--- src/rtl/pcie_router_pkg.sv ---
// Shared types and helpers for the PCIe CQ/CC router.
// No logic of its own; zero latency.
// Backpressure: not applicable.
package pcie_router_pkg;

    localparam int CQ_BAR_ID_LSB = 112;
    localparam int BAR_ID_W      = 3;
    localparam int MAX_PORTS     = 8;

    typedef enum logic {IDLE, LOCK} cc_state_t;

    // First requester strictly after ptr, wrapping over n ports.
    function automatic logic [2:0] rr_pick(input logic [MAX_PORTS-1:0] req,
                                           input logic [2:0] ptr, input int n);
        logic [2:0] pick;
        logic       found;
        int         idx;
        pick  = '0;
        found = 1'b0;
        for (int k = 1; k <= MAX_PORTS; k++) begin
            idx = (int'(ptr) + k) % n;
            if (k <= n && !found && req[idx]) begin
                pick  = 3'(idx);
                found = 1'b1;
            end
        end
        return pick;
    endfunction

endpackage

--- src/rtl/pcie_axis_skid.sv ---
// Two-entry AXI-stream skid buffer.
// Latency: 1 cycle from input handshake to output valid.
// Backpressure: wr_rdy is a register (not full), so the upstream sees no combinational path.
module pcie_axis_skid #(
    parameter int DATA_W = 256,
    parameter int USER_W = 85,
    parameter int KEEP_W = 8
) (
    input  logic              core_clk,
    input  logic              arst_n,
    input  logic [DATA_W-1:0] wr_dat,
    input  logic [USER_W-1:0] wr_user,
    input  logic [KEEP_W-1:0] wr_keep,
    input  logic              wr_last,
    input  logic              wr_vld,
    output logic              wr_rdy,
    output logic [DATA_W-1:0] rd_dat,
    output logic [USER_W-1:0] rd_user,
    output logic [KEEP_W-1:0] rd_keep,
    output logic              rd_last,
    output logic              rd_vld,
    input  logic              rd_rdy
);

    localparam int W = DATA_W + USER_W + KEEP_W + 1;

    logic [W-1:0] mem [2];
    logic         wr_ptr, rd_ptr;
    logic [1:0]   cnt, cnt_d;
    logic         rdy_q;
    logic         wr_fire, rd_fire;

    assign wr_fire = wr_vld & rdy_q;
    assign rd_fire = rd_vld & rd_rdy;
    assign wr_rdy  = rdy_q;
    assign rd_vld  = (cnt != 2'd0);
    assign {rd_dat, rd_user, rd_keep, rd_last} = mem[rd_ptr];

    always_comb begin
        cnt_d = cnt + {1'b0, wr_fire} - {1'b0, rd_fire};
    end

    always_ff @(posedge core_clk or negedge arst_n) begin
        if (!arst_n) begin
            cnt    <= '0;
            rdy_q  <= 1'b0;
            wr_ptr <= 1'b0;
            rd_ptr <= 1'b0;
        end else begin
            cnt   <= cnt_d;
            rdy_q <= (cnt_d != 2'd2);
            if (wr_fire) wr_ptr <= ~wr_ptr;
            if (rd_fire) rd_ptr <= ~rd_ptr;
        end
    end

    always_ff @(posedge core_clk) begin
        if (wr_fire) mem[wr_ptr] <= {wr_dat, wr_user, wr_keep, wr_last};
    end

endmodule

--- src/rtl/pcie_cq_cc_router.sv ---
// Routes CQ packets to one completer by BAR ID; merges completer CC streams with packet-locked round robin.
// Latency: CQ 1 cycle (skid), CC combinational after a 1-cycle grant bubble. PCIE_ROUTER_STATS_EN adds counters.
// Backpressure: CQ head waits only on the chosen port's tready (dropped packets drain freely); CC stalls via s_axis_cc_tready.
module pcie_cq_cc_router
    import pcie_router_pkg::*;
#(
    parameter int                   N_PORTS   = 2,
    parameter int                   DATA_W    = 256,
    parameter int                   KEEP_W    = 8,
    parameter int                   CQ_USER_W = 85,
    parameter int                   CC_USER_W = 33,
    parameter logic [N_PORTS*7-1:0] BAR_MASK  = 14'h0201
) (
    input  logic                           user_clk,
    input  logic                           reset_n,
`ifdef PCIE_ROUTER_STATS_EN
    input  logic                           stat_clr,
    output logic [N_PORTS*32-1:0]          stat_pkt_cnt,
    output logic [31:0]                    stat_drop_cnt,
`endif
    input  logic [DATA_W-1:0]              m_axis_cq_tdata,
    input  logic [CQ_USER_W-1:0]           m_axis_cq_tuser,
    input  logic [KEEP_W-1:0]              m_axis_cq_tkeep,
    input  logic                           m_axis_cq_tlast,
    input  logic                           m_axis_cq_tvalid,
    output logic                           m_axis_cq_tready,
    output logic [N_PORTS*DATA_W-1:0]      cq_out_tdata,
    output logic [N_PORTS*CQ_USER_W-1:0]   cq_out_tuser,
    output logic [N_PORTS*KEEP_W-1:0]      cq_out_tkeep,
    output logic [N_PORTS-1:0]             cq_out_tlast,
    output logic [N_PORTS-1:0]             cq_out_tvalid,
    input  logic [N_PORTS-1:0]             cq_out_tready,
    input  logic [N_PORTS*DATA_W-1:0]      cc_in_tdata,
    input  logic [N_PORTS*CC_USER_W-1:0]   cc_in_tuser,
    input  logic [N_PORTS*KEEP_W-1:0]      cc_in_tkeep,
    input  logic [N_PORTS-1:0]             cc_in_tlast,
    input  logic [N_PORTS-1:0]             cc_in_tvalid,
    output logic [N_PORTS-1:0]             cc_in_tready,
    output logic [DATA_W-1:0]              s_axis_cc_tdata,
    output logic [CC_USER_W-1:0]           s_axis_cc_tuser,
    output logic [KEEP_W-1:0]              s_axis_cc_tkeep,
    output logic                           s_axis_cc_tlast,
    output logic                           s_axis_cc_tvalid,
    input  logic                           s_axis_cc_tready
);

    localparam int PW = (N_PORTS > 1) ? $clog2(N_PORTS) : 1;

    logic [DATA_W-1:0]    hd_dat;
    logic [CQ_USER_W-1:0] hd_user;
    logic [KEEP_W-1:0]    hd_keep;
    logic                 hd_last, hd_vld, hd_rdy, hd_fire;

    pcie_axis_skid #(.DATA_W(DATA_W), .USER_W(CQ_USER_W), .KEEP_W(KEEP_W)) u_cq_skid (
        .core_clk (user_clk),
        .arst_n   (reset_n),
        .wr_dat   (m_axis_cq_tdata),
        .wr_user  (m_axis_cq_tuser),
        .wr_keep  (m_axis_cq_tkeep),
        .wr_last  (m_axis_cq_tlast),
        .wr_vld   (m_axis_cq_tvalid),
        .wr_rdy   (m_axis_cq_tready),
        .rd_dat   (hd_dat),
        .rd_user  (hd_user),
        .rd_keep  (hd_keep),
        .rd_last  (hd_last),
        .rd_vld   (hd_vld),
        .rd_rdy   (hd_rdy)
    );

    logic                sop_q, drop_q, drop_c, cur_drop;
    logic [PW-1:0]       dest_q, dest_c, cur_dest;
    logic [BAR_ID_W-1:0] bar;

    assign bar = hd_dat[CQ_BAR_ID_LSB +: BAR_ID_W];

    // Descending scan so the lowest matching port wins; BAR 7 never matches.
    always_comb begin
        dest_c = '0;
        drop_c = 1'b1;
        if (bar != {BAR_ID_W{1'b1}}) begin
            for (int p = N_PORTS - 1; p >= 0; p--) begin
                if (BAR_MASK[p*7 + int'(bar)]) begin
                    dest_c = PW'(p);
                    drop_c = 1'b0;
                end
            end
        end
    end

    assign cur_dest = sop_q ? dest_c : dest_q;
    assign cur_drop = sop_q ? drop_c : drop_q;
    assign hd_rdy   = cur_drop | cq_out_tready[cur_dest];
    assign hd_fire  = hd_vld & hd_rdy;

    always_ff @(posedge user_clk or negedge reset_n) begin
        if (!reset_n) begin
            sop_q  <= 1'b1;
            dest_q <= '0;
            drop_q <= 1'b0;
        end else if (hd_fire) begin
            sop_q <= hd_last;
            if (sop_q) begin
                dest_q <= dest_c;
                drop_q <= drop_c;
            end
        end
    end

    for (genvar p = 0; p < N_PORTS; p++) begin : g_cq_out
        assign cq_out_tdata[p*DATA_W +: DATA_W]       = hd_dat;
        assign cq_out_tuser[p*CQ_USER_W +: CQ_USER_W] = hd_user;
        assign cq_out_tkeep[p*KEEP_W +: KEEP_W]       = hd_keep;
        assign cq_out_tlast[p]                        = hd_last;
        assign cq_out_tvalid[p] = hd_vld & ~cur_drop & (cur_dest == PW'(p));
    end

    cc_state_t     state_q, state_d;
    logic [PW-1:0] grant_q, grant_d, rr_q, rr_d;

    always_comb begin
        state_d          = state_q;
        grant_d          = grant_q;
        rr_d             = rr_q;
        s_axis_cc_tdata  = '0;
        s_axis_cc_tuser  = '0;
        s_axis_cc_tlast  = 1'b0;
        s_axis_cc_tvalid = 1'b0;
        s_axis_cc_tkeep  = cc_in_tkeep[grant_q*KEEP_W +: KEEP_W];
        cc_in_tready     = '0;
        case (state_q)
            IDLE: begin
                if (|cc_in_tvalid) begin
                    grant_d = PW'(rr_pick(MAX_PORTS'(cc_in_tvalid), 3'(rr_q), N_PORTS));
                    state_d = LOCK;
                end
            end
            LOCK: begin
                s_axis_cc_tdata       = cc_in_tdata[grant_q*DATA_W +: DATA_W];
                s_axis_cc_tuser       = cc_in_tuser[grant_q*CC_USER_W +: CC_USER_W];
                s_axis_cc_tlast       = cc_in_tlast[grant_q];
                s_axis_cc_tvalid      = cc_in_tvalid[grant_q];
                cc_in_tready[grant_q] = s_axis_cc_tready;
                if (s_axis_cc_tvalid && s_axis_cc_tready && s_axis_cc_tlast) begin
                    rr_d    = grant_q;
                    state_d = IDLE;
                end
            end
            default: state_d = IDLE;
        endcase
    end

    always_ff @(posedge user_clk or negedge reset_n) begin
        if (!reset_n) begin
            state_q <= IDLE;
            grant_q <= '0;
            rr_q    <= PW'(N_PORTS - 1);
        end else begin
            state_q <= state_d;
            grant_q <= grant_d;
            rr_q    <= rr_d;
        end
    end

`ifdef PCIE_ROUTER_STATS_EN
    logic [31:0] pkt_cnt [N_PORTS];
    logic [31:0] drop_cnt;

    always_ff @(posedge user_clk or negedge reset_n) begin
        if (!reset_n) begin
            for (int p = 0; p < N_PORTS; p++) pkt_cnt[p] <= '0;
            drop_cnt <= '0;
        end else if (stat_clr) begin
            for (int p = 0; p < N_PORTS; p++) pkt_cnt[p] <= '0;
            drop_cnt <= '0;
        end else if (hd_fire && sop_q) begin
            if (drop_c) drop_cnt <= drop_cnt + 32'd1;
            else        pkt_cnt[dest_c] <= pkt_cnt[dest_c] + 32'd1;
        end
    end

    for (genvar p = 0; p < N_PORTS; p++) begin : g_stat
        assign stat_pkt_cnt[p*32 +: 32] = pkt_cnt[p];
    end
    assign stat_drop_cnt = drop_cnt;
`endif

endmodule

--- config.mk ---
export PLATFORM = sky130hd
export DESIGN_NAME = pcie_cq_cc_router
export DESIGN_NICKNAME = d
export VERILOG_FILES = /design/src/rtl/pcie_router_pkg.sv /design/src/rtl/pcie_axis_skid.sv /design/src/rtl/pcie_cq_cc_router.sv
export SDC_FILE = /design/constraint.sdc
export NUM_CORES = 1
export LEC_CHECK = 0
export ABC_AREA = 1
export BUFFER_PORTS_ARGS = -buffer_cell sky130_fd_sc_hd__buf_2
export CELL_PAD_IN_SITES_DETAIL_PLACEMENT = 1
export CELL_PAD_IN_SITES_GLOBAL_PLACEMENT = 1
export CORE_AREA = 4 4 760 762
export DETAILED_ROUTE_END_ITERATION = 10
export DIE_AREA = 0 0 764 766
export PLACE_DENSITY = 0.3
export SLEW_MARGIN = 20
export SYNTH_ARGS = -nofsm -noshare
export SYNTH_HDL_FRONTEND = slang
export SYNTH_SLANG_ARGS = --single-unit
--- constraint.sdc ---
create_clock -name user_clk -period 40.4 [get_ports user_clk]
set_input_delay 2.02 -clock user_clk [delete_from_list [all_inputs] [get_ports user_clk]]
set_output_delay 2.02 -clock user_clk [all_outputs]
set_load 0.005 [all_outputs]
==> Yosys cells after proc, flatten, opt, wreduce, memory -nomap -nowiden <==
Memories as Yosys holds them, arrays and structs flattened.
Cells that the tools add are included.
{ "word_totals": {"rom_bits": 24, "ramBits": 700, "n_memories": 3, "elab_cells": 94, "out_inout_bits": 1004, "ff_bits": 11} }
{ "op_classes": {"n_bitwise": 14, "add_sub_neg": 5, "shifts": 3, "multipliers": 1, "n_eq_ne": 2, "n_reduce_logical": 9, "muxes": 40, "magnitude_cmp": 7} }
{ "mem_list": {"columns": ["name", "words", "word_bits", "read_ports", "rd_ports_with_merged_regs", "wr", "line", "text"], "rows": [
  ["u_cq_skid.mem", 2, 350, 1, 0, 1, "pcie_axis_skid.sv:27", "logic [W-1:0] mem [2];"],
  ["(name not given)", 16, 1, 1, 0, 0, "pcie_cq_cc_router.sv:83", "if (BAR_MASK[p*7 + int'(bar)]) begin"],
  ["(name not given)", 8, 1, 1, 0, 0, "pcie_cq_cc_router.sv:83", null]
]} }
{ "op_table": {"columns": ["cell", "n"], "rows": [
  ["$shiftx 512x10->256", 1],
  ["$mux 256", 1],
  ["$shiftx 66x8->33", 1],
  ["$mux 1", 33],
  ["$mux 33", 1],
  ["$shiftx 16x5->8", 1],
  ["$lt 2x5->1 const B", 2],
  ["$mul 1x6->7 const B", 1],
  ["$and 1x1->1", 5],
  ["$lt 3x5->1 const B", 1],
  ["$lt 4x5->1 const B", 1],
  ["$not 1->1", 5],
  ["$add 3x3->4 const A", 1],
  ["$bmux 1 s2", 2],
  ["$logic_and 1x1->1", 4],
  ["$lt 1x2->1 const B", 2],
  ["$reduce_and 2->1", 2],
  ["$ne 3x3->1 const B", 1],
  ["$add 1x1->1 const B", 2],
  ["$add 2x1->2", 1],
  ["$and 1x1->1 const A", 2],
  ["$and 2x2->2", 1],
  ["$mux 2", 1],
  ["$ne 2x2->1 const B", 1],
  ["other kinds (8)", 8]
]} }

==> Longest topological paths before layout <==
An unclocked memory read counts as a cell.
{ "depth": {"ltp_word": 15, "depth_mapped": 18} }

==> Cells and area by module <==
A second synthesis with hierarchy kept.
{ "hier_totals": {"hier_cells": 3261, "area_unflattened_um2": 33035.4} }
{ "modules_own_cells": {"columns": ["mod", "area_per_inst_um2", "seq_area_each_um2", "cells_each", "n_inst"], "rows": [
  ["pcie_axis_skid", 25781.0, 21145.3, 1860, 1],
  ["pcie_cq_cc_router", 7254.5, 152.6, 1401, 1]
]} }

==> Worst setup path after synthesis <==
No wires, ideal clock.
{ "synth_timing": {"path_kind": "input to register", "from": "in m_axis_cq_tvalid", "to": "mem u_cq_skid.mem[0][0] (netlist name) (enable)", "n_path_buf": 0, "setup_ns": 1.069, "arrival_ns": 16.613, "t_required_ns": 39.331, "stages": 2, "path_slack_ns": 22.718, "path_cell_list": "nand2_1 nor2_1"} }
{ "synth_via": {"elab_chain_len": 3} }
{ "synth_rtl": {"columns": ["element", "line", "text"], "rows": [
  ["start, declared", "pcie_cq_cc_router.sv:25", "input logic m_axis_cq_tvalid,"],
  ["$and 1x1->1", "pcie_axis_skid.sv:33", "assign wr_fire = wr_vld & rdy_q;"],
  ["$mux 1", "pcie_axis_skid.sv:58", "if (wr_fire) mem[wr_ptr] <= {wr_dat, wr_user, wr_keep, wr_last};"],
  ["$mux 1 (implied by the code)", "pcie_axis_skid.sv:58", null],
  ["end, declared", "pcie_axis_skid.sv:27", null]
]} }
No other way between the ends.

==> Worst setup path in the final report <==
{ "layout_timing": {"from": "reg u_cq_skid.rd_ptr", "to": "out cq_out_tuser[27]"} }
{ "layout_via": {"elab_chain_len": 1} }
{ "layout_rtl": {"columns": ["element", "line", "text"], "rows": [
  ["start, declared", "pcie_axis_skid.sv:28", "logic wr_ptr, rd_ptr;"],
  ["start signal, assigned", "pcie_axis_skid.sv:53", "if (rd_fire) rd_ptr <= ~rd_ptr;"],
  ["$mem_v2 2x350", null, null],
  ["end, declared", "pcie_cq_cc_router.sv:28", "output logic [N_PORTS*CQ_USER_W-1:0] cq_out_tuser,"]
]} }
No other way between the ends.

==> impl_metrics.yaml <==
status:
  status: "finished clean"
sta:
  drv_slew: 0
  finalSetupViolations: 0
  fmax_mhz: 137
  rsz0062_at_grt: "no"
  final.setup.tns_ns: 0
  slew-limit-headroom_pct: 13.6
  min_period_over_period_pct: 18.0
  worst_slew_pin_slew_ns: 1.30
  min_period_ns: 7.28
  hold_viol_final: 0
  worst_clock_skew_ns: 0.0714
  setup_slack_ns: 33.12
routing:
  wl_per_cell_um: 25.2
  drc: 0
  drtIter0Drc: 1296
  wl_um: 316000
  vias: 30911
  viasPerCell: 2.47
  firstDrtPassIters: 5
  ant_nets: 0
final_layout:
  area_growth_pct: 58.8
  final_nets: 5794
  drive_gt1_share_pct: 43.8
  nFillCells: 67851
  layout_common_cells: "1957 x buf_2, 1668 x nand2_1, 700 x edfxtp_1"
  final_area_um2: 52100
  layout_commonest_cell: "buf_2"
clock_tree:
  clkSinkCount: 711
  cts_made_buffers: 96
  worstSkewPairLatency_ns: 0.79
  clk_pin_slew_ns: 0.06
  clockBufferDepth: 4
  h-tree-depth: 3
  cts_root_buf: "clkbuf_16"
  cts_hold_buf: 0
  ctsResizeCount: 0
  cts_tree: "built"
  post_cts_buffers: 0
critical_path:
  ff2ff_path_depth: 9
  cp_max_fo: 57
  critPathKind: "flop to output pin"
  cp.depth: 7
  cpMostUsedCell: "buf_4"
  path_delay_family: "buffers and inverters"
  endpoint_kind: "output pin"
  cp.required_ns: 38.38
  startpoint_type: "flop"
  cp_cell_sequence: "buf_4 -> buf_4 -> buf_4 -> buf_4 -> nand2_1 -> nand2_1 -> buf_2"
  cp.buffers_inverters: 5
  critPathArrivalTime_ns: 5.26
  slowest_delay_ns: 0.94
  crit_slowest_cell: "dfrtp_4"
grt:
  grt_util_met1_pct: 10.4
  grt_use_met2_pct: 20.5
  busiest_layer: "met2"
  grt_max_degree: 131
  gr-total-overflow: 0
  antenna_found_initial: 314
  grt_use_total_pct: 10.2
  grt_pass1_vias: 32015
  grt_pass1_wl_um: 387000
  met3_usage_pct: 3.22
place:
  gp_congestion: 1.02
  place_area_um2: 49000
  hpwl_um: 272000
  port_buffers: 1957
  dp_slack_ns: 32.11
synthesis:
  ys_warn_count: 0
  synth_top_area_share_pct: 64.0
  synth.top_cells.by_area: "edfxtp_1 64%, nand2_1 19%, buf_4 8.1%, a21oi_1 4.5%, buf_2 1.3%"
  synth_area_um2: 32800
  syn-num-nets: 4226
  ys_types: 30
  syn_area_per_cell_um2: 10.0
  ys_ff_latch: 711
  yosysSeqAreaShare_pct: 64.9
  synth_top_cell_by_area: "edfxtp_1"
  syn_inst: 3269
floorplan:
  die_width_um: 764
  pin_count: 1958
  placementRows: 278
  die_area_um2: 585000
  dieHeight_um: 766
  initial_core_util_pct: 5.74
  coreArea_um2: 571000
pwr:
  p_leak_nw: 21.4
  p_per_area_nw_per_um2: 72.4
  ir_drop_mv: 0.0381
min_path:
  hold_class: "flop to flop"
  holdPathStages: 2
flow_run:
  max_cap_violations: 0
-- synth_stat cells --
master / n
buf_6: 1
xnor2_1: 2
nand2_2: 6
dfrtp_1: 9
dfstp_2: 2
nand3_1: 10
o21ai_2: 1
or2_2: 1
edfxtp_1: 700
nand2_1: 1668
buf_2: 82
ha_1: 3
a21oi_2: 1
a31oi_1: 1
xor2_1: 1
nand2_4: 1
inv_1: 21
a32oi_1: 1
nor2_1: 10
o21ai_1: 1
buf_4: 352
o21ai_0: 1
nand3_2: 2
a21oi_1: 292
inv_2: 3
clkbuf_1: 74
buf_1: 19
nor2_4: 1
nor2_2: 1
nor3_1: 2
-- final cells by class --
type,instances,area [um2],area share [%]
sequential,711,21300,40.9
antenna,52,130,0.250
timing repair buffer,1998,10100,19.4
clock buffer,122,2550,4.90
inverter,24,113,0.216
clock inverter,48,384,0.737
multi-input combinational,2006,8040,15.4
tap,7560,9460,18.2
-- worst paths after layout --
kind	startpoint	endpoint	slack [ns]
max	u_cq_skid.rd_ptr	cq_out_tuser[27]	33.12
min	drop_q	drop_q	0.49
max reg2reg	u_cq_skid.wr_rdy	u_cq_skid.mem[1][112]	34.26
min reg2reg	drop_q	drop_q	0.49
max in group asynchronous	reset_n	grant_q	38.67
min in group asynchronous	reset_n	u_cq_skid.wr_rdy	1.23
-- cell families (layout without fill, tap and decap cells) --
group | count (synthesis) | in the layout | share of synthesized area [%]
AO/OA/AOI/OAI | 298 | 298 | 4.58
XOR/XNOR | 3 | 3 | 0.0801
adder cells (fa/ha/maj) | 3 | 3 | 0.114
buffers and inverters | 552 | 2192 | 10.7
flip-flops | 711 | 711 | 64.9
other | 0 | 52 | 0
AND/OR/NAND/NOR | 1702 | 1702 | 19.7
-- registers in the layout (all words and copies together), names as in the netlist --
name              cells
sop_q                 1
drop_q                1
state_q               1
u_cq_skid.cnt         2
u_cq_skid.wr_ptr      1
dest_q                1
rr_q                  1
u_cq_skid.mem       700
u_cq_skid.wr_rdy      1
grant_q               1
u_cq_skid.rd_ptr      1
-- power by group --
part | internal [W] | switching, W
logic | 0.000531 | 0.00139
clock network | 0.000471 | 0.000342
registers | 0.000993 | 0.0000507
total | 0.00200 | 0.00178
-- per-layer routing --
metal  vias to the layer above  part of all wire, %  wire length (um)
met5                         -                 0.30               949
met4                       138                  2.0              6380
met3                       566                  7.7             24200
met2                      1666                   55            172000
met1                     14941                   35            112000
li1                      13600                    -                 -
-- worst register-to-register path: stages, from the launching register on --
cell	delay [ns]
dfrtp_1	0.36
nand2_1	0.21
nor2_4	0.16
buf_4	0.58
buf_4	0.70
buf_4	0.68
buf_4	0.71
buf_4	0.71
buf_4	0.75
buf_4	0.83
-- per-stage QoR --
| step | hold WS, ns | total power, W | util (%) | instances |
|---|---|---|---|---|
| 2_1_floorplan | 0.442 | 0.00205 | - | 3269 |
| 3_3_place_gp | 0.468 | 0.00313 | 8.58 | 12298 |
| 3_5_place_dp | 0.477 | 0.00312 | 8.58 | 12299 |
| 4_1_cts | 0.494 | 0.00397 | 9.09 | 12469 |
| 5_1_grt | 0.513 | 0.00405 | 9.10 | 12477 |
| 6_report | 0.489 | 0.00377 | 9.12 | 12521 |
(Power assumes the default switching activity.)
